[src/rtl/logic3_eval_pipe.sv]
// logic3_eval_pipe: two-stage, valid-tagged evaluator of a runtime-loadable
// 3-input truth table across WIDTH independent bit lanes, with a saturating
// counter of lane-0 rising edges seen across valid results.
module logic3_eval_pipe #(
    parameter int unsigned WIDTH      = 8,
    parameter int unsigned CNT_W      = 16,
    parameter logic [7:0]  DEFAULT_TT = 8'h8B
) (
    input  logic             clk,
    input  logic             rst_n,
    input  logic             in_valid,
    input  logic [WIDTH-1:0] a,
    input  logic [WIDTH-1:0] b,
    input  logic [WIDTH-1:0] c,
    input  logic             tt_load,
    input  logic [7:0]       tt_in,
    input  logic             cnt_clr,
    output logic             out_valid,
    output logic [WIDTH-1:0] q,
    output logic [7:0]       tt_cur,
    output logic [CNT_W-1:0] rise_cnt
);

    localparam int unsigned TT_W = 8;

    logic             r_s1_valid;
    logic [WIDTH-1:0] r_a1;
    logic [WIDTH-1:0] r_b1;
    logic [WIDTH-1:0] r_c1;
    logic             r_out_valid;
    logic [WIDTH-1:0] r_q;
    logic [TT_W-1:0]  r_tt;
    logic             r_q0_prev;
    logic [CNT_W-1:0] r_rise_cnt;

    logic [WIDTH-1:0] w_q_next;
    logic             w_rise;
    logic             w_cnt_sat;

    // Stage 1: capture operands on valid, hold them otherwise
    always_ff @(posedge clk or negedge rst_n) begin
        if (!rst_n) begin
            r_s1_valid <= 1'b0;
            r_a1       <= '0;
            r_b1       <= '0;
            r_c1       <= '0;
        end else begin
            r_s1_valid <= in_valid;
            if (in_valid) begin
                r_a1 <= a;
                r_b1 <= b;
                r_c1 <= c;
            end
        end
    end

    // Per-lane table lookup, index is {A,B,C}; uses the table as it stands now
    always_comb begin
        w_q_next = '0;
        for (int unsigned i = 0; i < WIDTH; i++) begin
            w_q_next[i] = r_tt[{r_a1[i], r_b1[i], r_c1[i]}];
        end
    end

    // Stage 2: register the result and its valid tag
    always_ff @(posedge clk or negedge rst_n) begin
        if (!rst_n) begin
            r_out_valid <= 1'b0;
            r_q         <= '0;
        end else begin
            r_out_valid <= r_s1_valid;
            if (r_s1_valid) begin
                r_q <= w_q_next;
            end
        end
    end

    // Truth-table register; a same-edge evaluation still sees the old value
    always_ff @(posedge clk or negedge rst_n) begin
        if (!rst_n) begin
            r_tt <= DEFAULT_TT;
        end else if (tt_load) begin
            r_tt <= tt_in;
        end
    end

    assign w_rise    = r_s1_valid & w_q_next[0] & ~r_q0_prev;
    assign w_cnt_sat = (r_rise_cnt == {CNT_W{1'b1}});

    // Lane-0 history (valid results only) and saturating rise counter; clear wins
    always_ff @(posedge clk or negedge rst_n) begin
        if (!rst_n) begin
            r_q0_prev  <= 1'b0;
            r_rise_cnt <= '0;
        end else begin
            if (r_s1_valid) begin
                r_q0_prev <= w_q_next[0];
            end
            if (cnt_clr) begin
                r_rise_cnt <= '0;
            end else if (w_rise && !w_cnt_sat) begin
                r_rise_cnt <= r_rise_cnt + CNT_W'(1);
            end
        end
    end

    assign out_valid = r_out_valid;
    assign q         = r_q;
    assign tt_cur    = r_tt;
    assign rise_cnt  = r_rise_cnt;

endmodule

[config.mk]
export PLATFORM = sky130hd
export DESIGN_NAME = logic3_eval_pipe
export DESIGN_NICKNAME = d
export VERILOG_FILES = /design/src/rtl/logic3_eval_pipe.sv
export SDC_FILE = /design/constraint.sdc
export NUM_CORES = 1
export LEC_CHECK = 0
export CORE_UTILIZATION = 49
export CTS_CLUSTER_SIZE = 8
export DETAILED_ROUTE_END_ITERATION = 8
export PLACE_DENSITY = 0.85
export SLEW_MARGIN = 40
export SYNTH_ARGS = -nofsm -noshare
export SYNTH_HDL_FRONTEND = slang
export SYNTH_SLANG_ARGS = --single-unit
[constraint.sdc]
create_clock -name clk -period 3 [get_ports clk]
set_input_delay 0.3 -clock clk [delete_from_list [all_inputs] [get_ports clk]]
set_output_delay 0.3 -clock clk [all_outputs]
set_load 0.03 [all_outputs]
# Word-level counts from Yosys, hierarchy flattened
# Index checks and enable logic that the tools add are counted.
# Widths: inputs -> output; s select.
[word_totals]
ff_bits = 59
latch_bits = 0
ram_bits = 0
mem_bits_ro = 0
in_bits = 37
output_inout_bits = 33
elab_cells = 43
n_memories = 0
[op_classes]
addsub = 1
multipliers = 0
div = 0
n_lt_le_gt_ge = 8
eq_ne = 1
shift = 0
n_mux = 18
bitwise = 3
reduce_logical = 3
[op_table]
columns = ["cell", "count"]
rows = [
  ["$lt 3x4->1 const B", 8],
  ["$mux 16", 2],
  ["$bmux 1 s3", 8],
  ["$add 16x1->16 const B", 1],
  ["$eq 16x16->1 const B", 1],
  ["$mux 1", 8],
  ["$and 1x1->1", 2],
  ["$reduce_bool 2->1", 1],
  ["$logic_and 1x1->1", 1],
  ["$logic_not 1->1", 1],
  ["$not 1->1", 1],
]

# Logic depth before layout (Yosys ltp)
[logic_depth]
depth_word = 7
depth_mapped = 7
ltp_nobuf = 6

# Worst setup path after synthesis
# No wires, ideal clock.
[synth_timing]
kind = "register to register"
from = "register r_rise_cnt[0], in the netlist rise_cnt[0]"
to = "register r_rise_cnt[15], in the netlist rise_cnt[15]"
setup_ns = 0.125
arrival_time_ns = 2.336
required_time_ns = 2.875
setup_slack_ns = 0.540
path_stages_with_launch = 7
n_path_buf = 0
synth_period_minus_slack_ns = 2.460
path_cell_list = "dfrtp_1 > ha_1 > nand3_1 > nor4_1 > nor3_1 > nand4_1 > mux2_2"
[synth_via]
elab_chain_len = 4
elab_cells_between_ends = 7
cone_classes = "1 x add/sub; 1 x eq/ne; 2 x mux; 3 x reduce/logical"
[synth_rtl]
columns = ["item", "line", "source"]
rows = [
  ["start, declared", "34", "logic [CNT_W-1:0] r_rise_cnt;"],
  ["start signal, assigned", "102", "r_rise_cnt <= r_rise_cnt + CNT_W'(1);"],
  ["parallel branches: the longest is 4 deep, another holds $add 16x1->16", "-", ""],
]
# Parallel ways; which one is timed is not known. The select of a mux whose other input is x is not followed.
# A chain may end at the register's enable or synchronous reset.

# Worst setup path in the final report
[layout_timing]
from = "register r_tt[3], in the netlist tt_cur[3]"
to = "register r_rise_cnt[14], in the netlist rise_cnt[14]"
[layout_via]
elab_chain_len = 6
[layout_rtl]
columns = ["item", "line", "source"]
rows = [
  ["start, declared", "32", "logic [TT_W-1:0] r_tt;"],
  ["start signal, assigned", "83", "r_tt <= tt_in;"],
  ["$bmux 1 s3", "61", "w_q_next[i] = r_tt[{r_a1[i], r_b1[i], r_c1[i]}];"],
  ["$mux 1 (implied by the code)", "61", ""],
  ["$and 1x1->1 (2 in series)", "87", "assign w_rise = r_s1_valid & w_q_next[0] & ~r_q0_prev;"],
  ["$logic_and 1x1->1", "101", "end else if (w_rise && !w_cnt_sat) begin"],
  ["$reduce_bool 2->1 (no source line)", "-", ""],
]
# No other way between the ends. The select of a mux whose other input is x is not followed.

==> results.md <==
- RePlAce Congestion: between 0.8 and 0.9
- Tcrit/Tclk final: 0.817
- Fin nets: 330
- Crit path max-delay cell type: or4b_1
- Share of the synthesized area in the top cell type: 0.472
- CP startpoint: tt_cur[3]
- Placed Instances: 352
- Global-route wire length before repair: approximately 10000 um
- Mapped Area: between 2000 and 3000 um2
- Vias per cell: between 5 and 6
- Die Area: a little over 6000 um2
- Syn nets: ~260
- Reg2Reg Depth: 5
- Via count: about 2100
- DIE WIDTH: ~78 um
- Clk slew on worst S/H paths: roughly 0.070 ns
- Critical Path AT: ~2.7 ns
- Final Setup Violations: 0
- Area grow syn2layout: 34.0%
- R2r endpoint: rise_cnt[14]
- TritonCTS Buffers: 9
- Clock skew: about 0.008 ns
- Max frequency: 408 MHz
- Clk buf depth: 2
- Critical Path RT: approximately 3.2 ns
- Metal3 WL: about 400 um
- Max Cap Viol: 0
- Largest net degree at the start of global routing: 50
- RR Startpoint: tt_cur[3]
- Avg Cell Area, Syn: 13.1 um2
- Max layer used: met4
- DRC errors left: 0
- Detailed Place HPWL: around 4500 um
- Die Y: 78.4 um
- Crit-path cells: mux4_1, mux2i_2, or4b_1, or4_1, a21oi_1
- Slowest stage delay, CP: 0.69 ns
- Vias in the first global route: ~2200
- Reg2reg setup slack: approximately 0.55 ns
- DR pass1 iterations: 4
- I/O pin cnt: 70
- Setup TNS: 0 ns
- Hold WC Path Type: primary input to async pin
- Met1 wire length: 2500 um
- Cell Pwr Density: ~550 nW/um2
- Sequential share of the synthesized area: 0.509
- FF+latch count, synth: between 50 and 60
- Leakage: about 1.5 nW
- Grt total ovfl: 0
- All-Layer GR Usage: 0.229
- Critical path class: flop to flop
- Total Power: 2.10 mW
- Cells after synthesis: around 220
- Peak supply drop: 0.396 mV
- DR WL met2: between 3000 and 4000 um
- Postcts setup bufs: 0
- H-tree depth: 3
- RSZ-0062 raised after global routing: false
- Diode count: 0
- Core box area: approximately 5600 um2
- Row Count: 27
- IO buf count: 69
- Max-slew violation count: 0
- Max_slew headroom: 0.508
- Largest cells by area after synthesis: dfrtp_1 47%, mux2_2 14%, mux4_2 11%
- Clock root buffer master: clkbuf_8
- Drt initial violations: 57
- Layout cells sized above 1: 0.263
- Synth area leader: dfrtp_1
- Yosys Warn Count: 0
- Clk_lat worst skew: approximately 0.34 ns
- Slew @ Worst Pin: between 0.7 and 0.8 ns
- WL/cell: between 15 and 20 um
- Antenna viol nets, final: 0
- Status: finished clean
- Final core utilization: 0.688
- Critical path launch point type: flop
- Clk sinks: 58
- CTS tree: done
- Endpoint class of the critical path: flop
- Max FO, Critical Path: 10
- DRT Wirelength: between 6000 and 7000 um
- Initial antenna violation count: 0
- PostCTS Resize Cnt: 0
- Synth unique cells: 32
- Minimum clock period: 2.45 ns
- Final hold vios: 0
- Starting Density: 0.513
- Final cell count without fillers: 369
## routing by layer
layer  track usage  vias up
li1              -      959
met1         0.261     1037
met2         0.401       77
met3        0.0791        8
met4        0.0741        0
met5             0        -
## kinds of logic after synthesis
logic type | count (synthesis) | synth area share
AND/OR/NAND/NOR | 63 | 0.113
multiplexers | 60 | 0.299
flip-flops | 58 | 0.509
buffers and inverters | 15 | 0.0232
AO/OA/AOI/OAI | 14 | 0.0267
XOR/XNOR | 8 | 0.0245
adder cells (fa/ha/maj) | 1 | 0.00437
## cell usage in the layout (no fill, tap or decap), types with 2 or more instances in the layout
| cell type | count |
|---|---|
| buf_4 | 5 |
| clkbuf_8 | 11 |
| nor4b_1 | 2 |
| mux2_2 | 35 |
| nor4_1 | 5 |
| mux2i_1 | 8 |
| mux4_2 | 14 |
| nand4_1 | 5 |
| nand2_1 | 7 |
| a21oi_1 | 10 |
| nor2b_1 | 4 |
| o21ai_0 | 2 |
| clkinvlp_4 | 2 |
| or4_1 | 4 |
| dfstp_2 | 4 |
| dfrtp_1 | 54 |
| mux4_1 | 2 |
| nor3_1 | 2 |
| nand3_1 | 4 |
| inv_1 | 3 |
| xnor2_1 | 7 |
| nor2_1 | 24 |
| clkdlybuf4s50_1 | 68 |
## where the power goes
group / internal (mW) / total (mW) / switching [mW]
Sequential: 0.857 / 0.941 / 0.0834
Combinational: 0.238 / 0.427 / 0.189
Clock: 0.427 / 0.731 / 0.304
## worst max-delay path by stage
stage          slack, ns           end
2_1_floorplan       0.54  rise_cnt[15]
3_3_place_gp        0.69  rise_cnt[14]
3_5_place_dp        0.58  rise_cnt[14]
4_1_cts             0.55  rise_cnt[14]
5_1_grt             0.44  rise_cnt[14]
6_report            0.55  rise_cnt[14]
## repair_timing
| action | in CTS | in global routing |
|---|---|---|
| hold buffers | 1 | 0 |
| endpoints found under the setup margin | 0 | 0 |
| endpoints found under the hold margin | 44 | 0 |
## cells in the mapped netlist
cell,count
dfrtp_1,54
or4_1,4
nand4_1,5
nor2b_1,4
inv_1,3
xor2_1,1
o31ai_1,1
mux2i_1,8
mux2_2,35
nand2_1,7
nand3_1,4
nor2_1,24
buf_2,2
clkbuf_1,8
or2_2,1
ha_1,1
and3_1,1
mux2i_2,1
nor4b_1,2
dfstp_2,4
o21ai_0,2
a21oi_1,10
or2b_2,1
xnor2_1,7
a31o_2,1
nor3_1,3
buf_4,2
or4b_1,1
or3_1,1
mux4_1,2
mux4_2,14
nor4_1,5
## cell type report
class                      instances  area (um2)
clock buffer                      12         155
clock inverter                     4        50.0
fill                             398        1740
inverter                           3        11.3
multi-input combinational        146        1340
sequential                        58        1460
tap                               72        90.1
timing repair buffer              74         728
## metrics by stage
stage	setup WS [ns]	hold slack, ns	instance area [um2]
3_3_place_gp	0.690	0.509	3610
2_1_floorplan	0.540	0.00441	2860
6_report	0.548	0.504	3830
3_5_place_dp	0.576	0.347	3610
5_1_grt	0.436	0.547	3830
4_1_cts	0.551	0.511	3830
## worst max-delay path: cells and delay by family, from the launching register on
| kind | cells | cell delay [ns] |
|---|---|---|
| AO/OA/AOI/OAI | 1 | 0.17 |
| flip-flops | 1 | 0.62 |
| multiplexers | 2 | 0.42 |
| AND/OR/NAND/NOR | 2 | 1.14 |
## registers in the layout (all words and copies together) (netlist names)
register    flops
tt_cur          8
rise_cnt       16
r_c1            8
out_valid       1
r_b1            8
r_s1_valid      1
r_a1            8
q               8
Power figures use the tool's default switching activity.
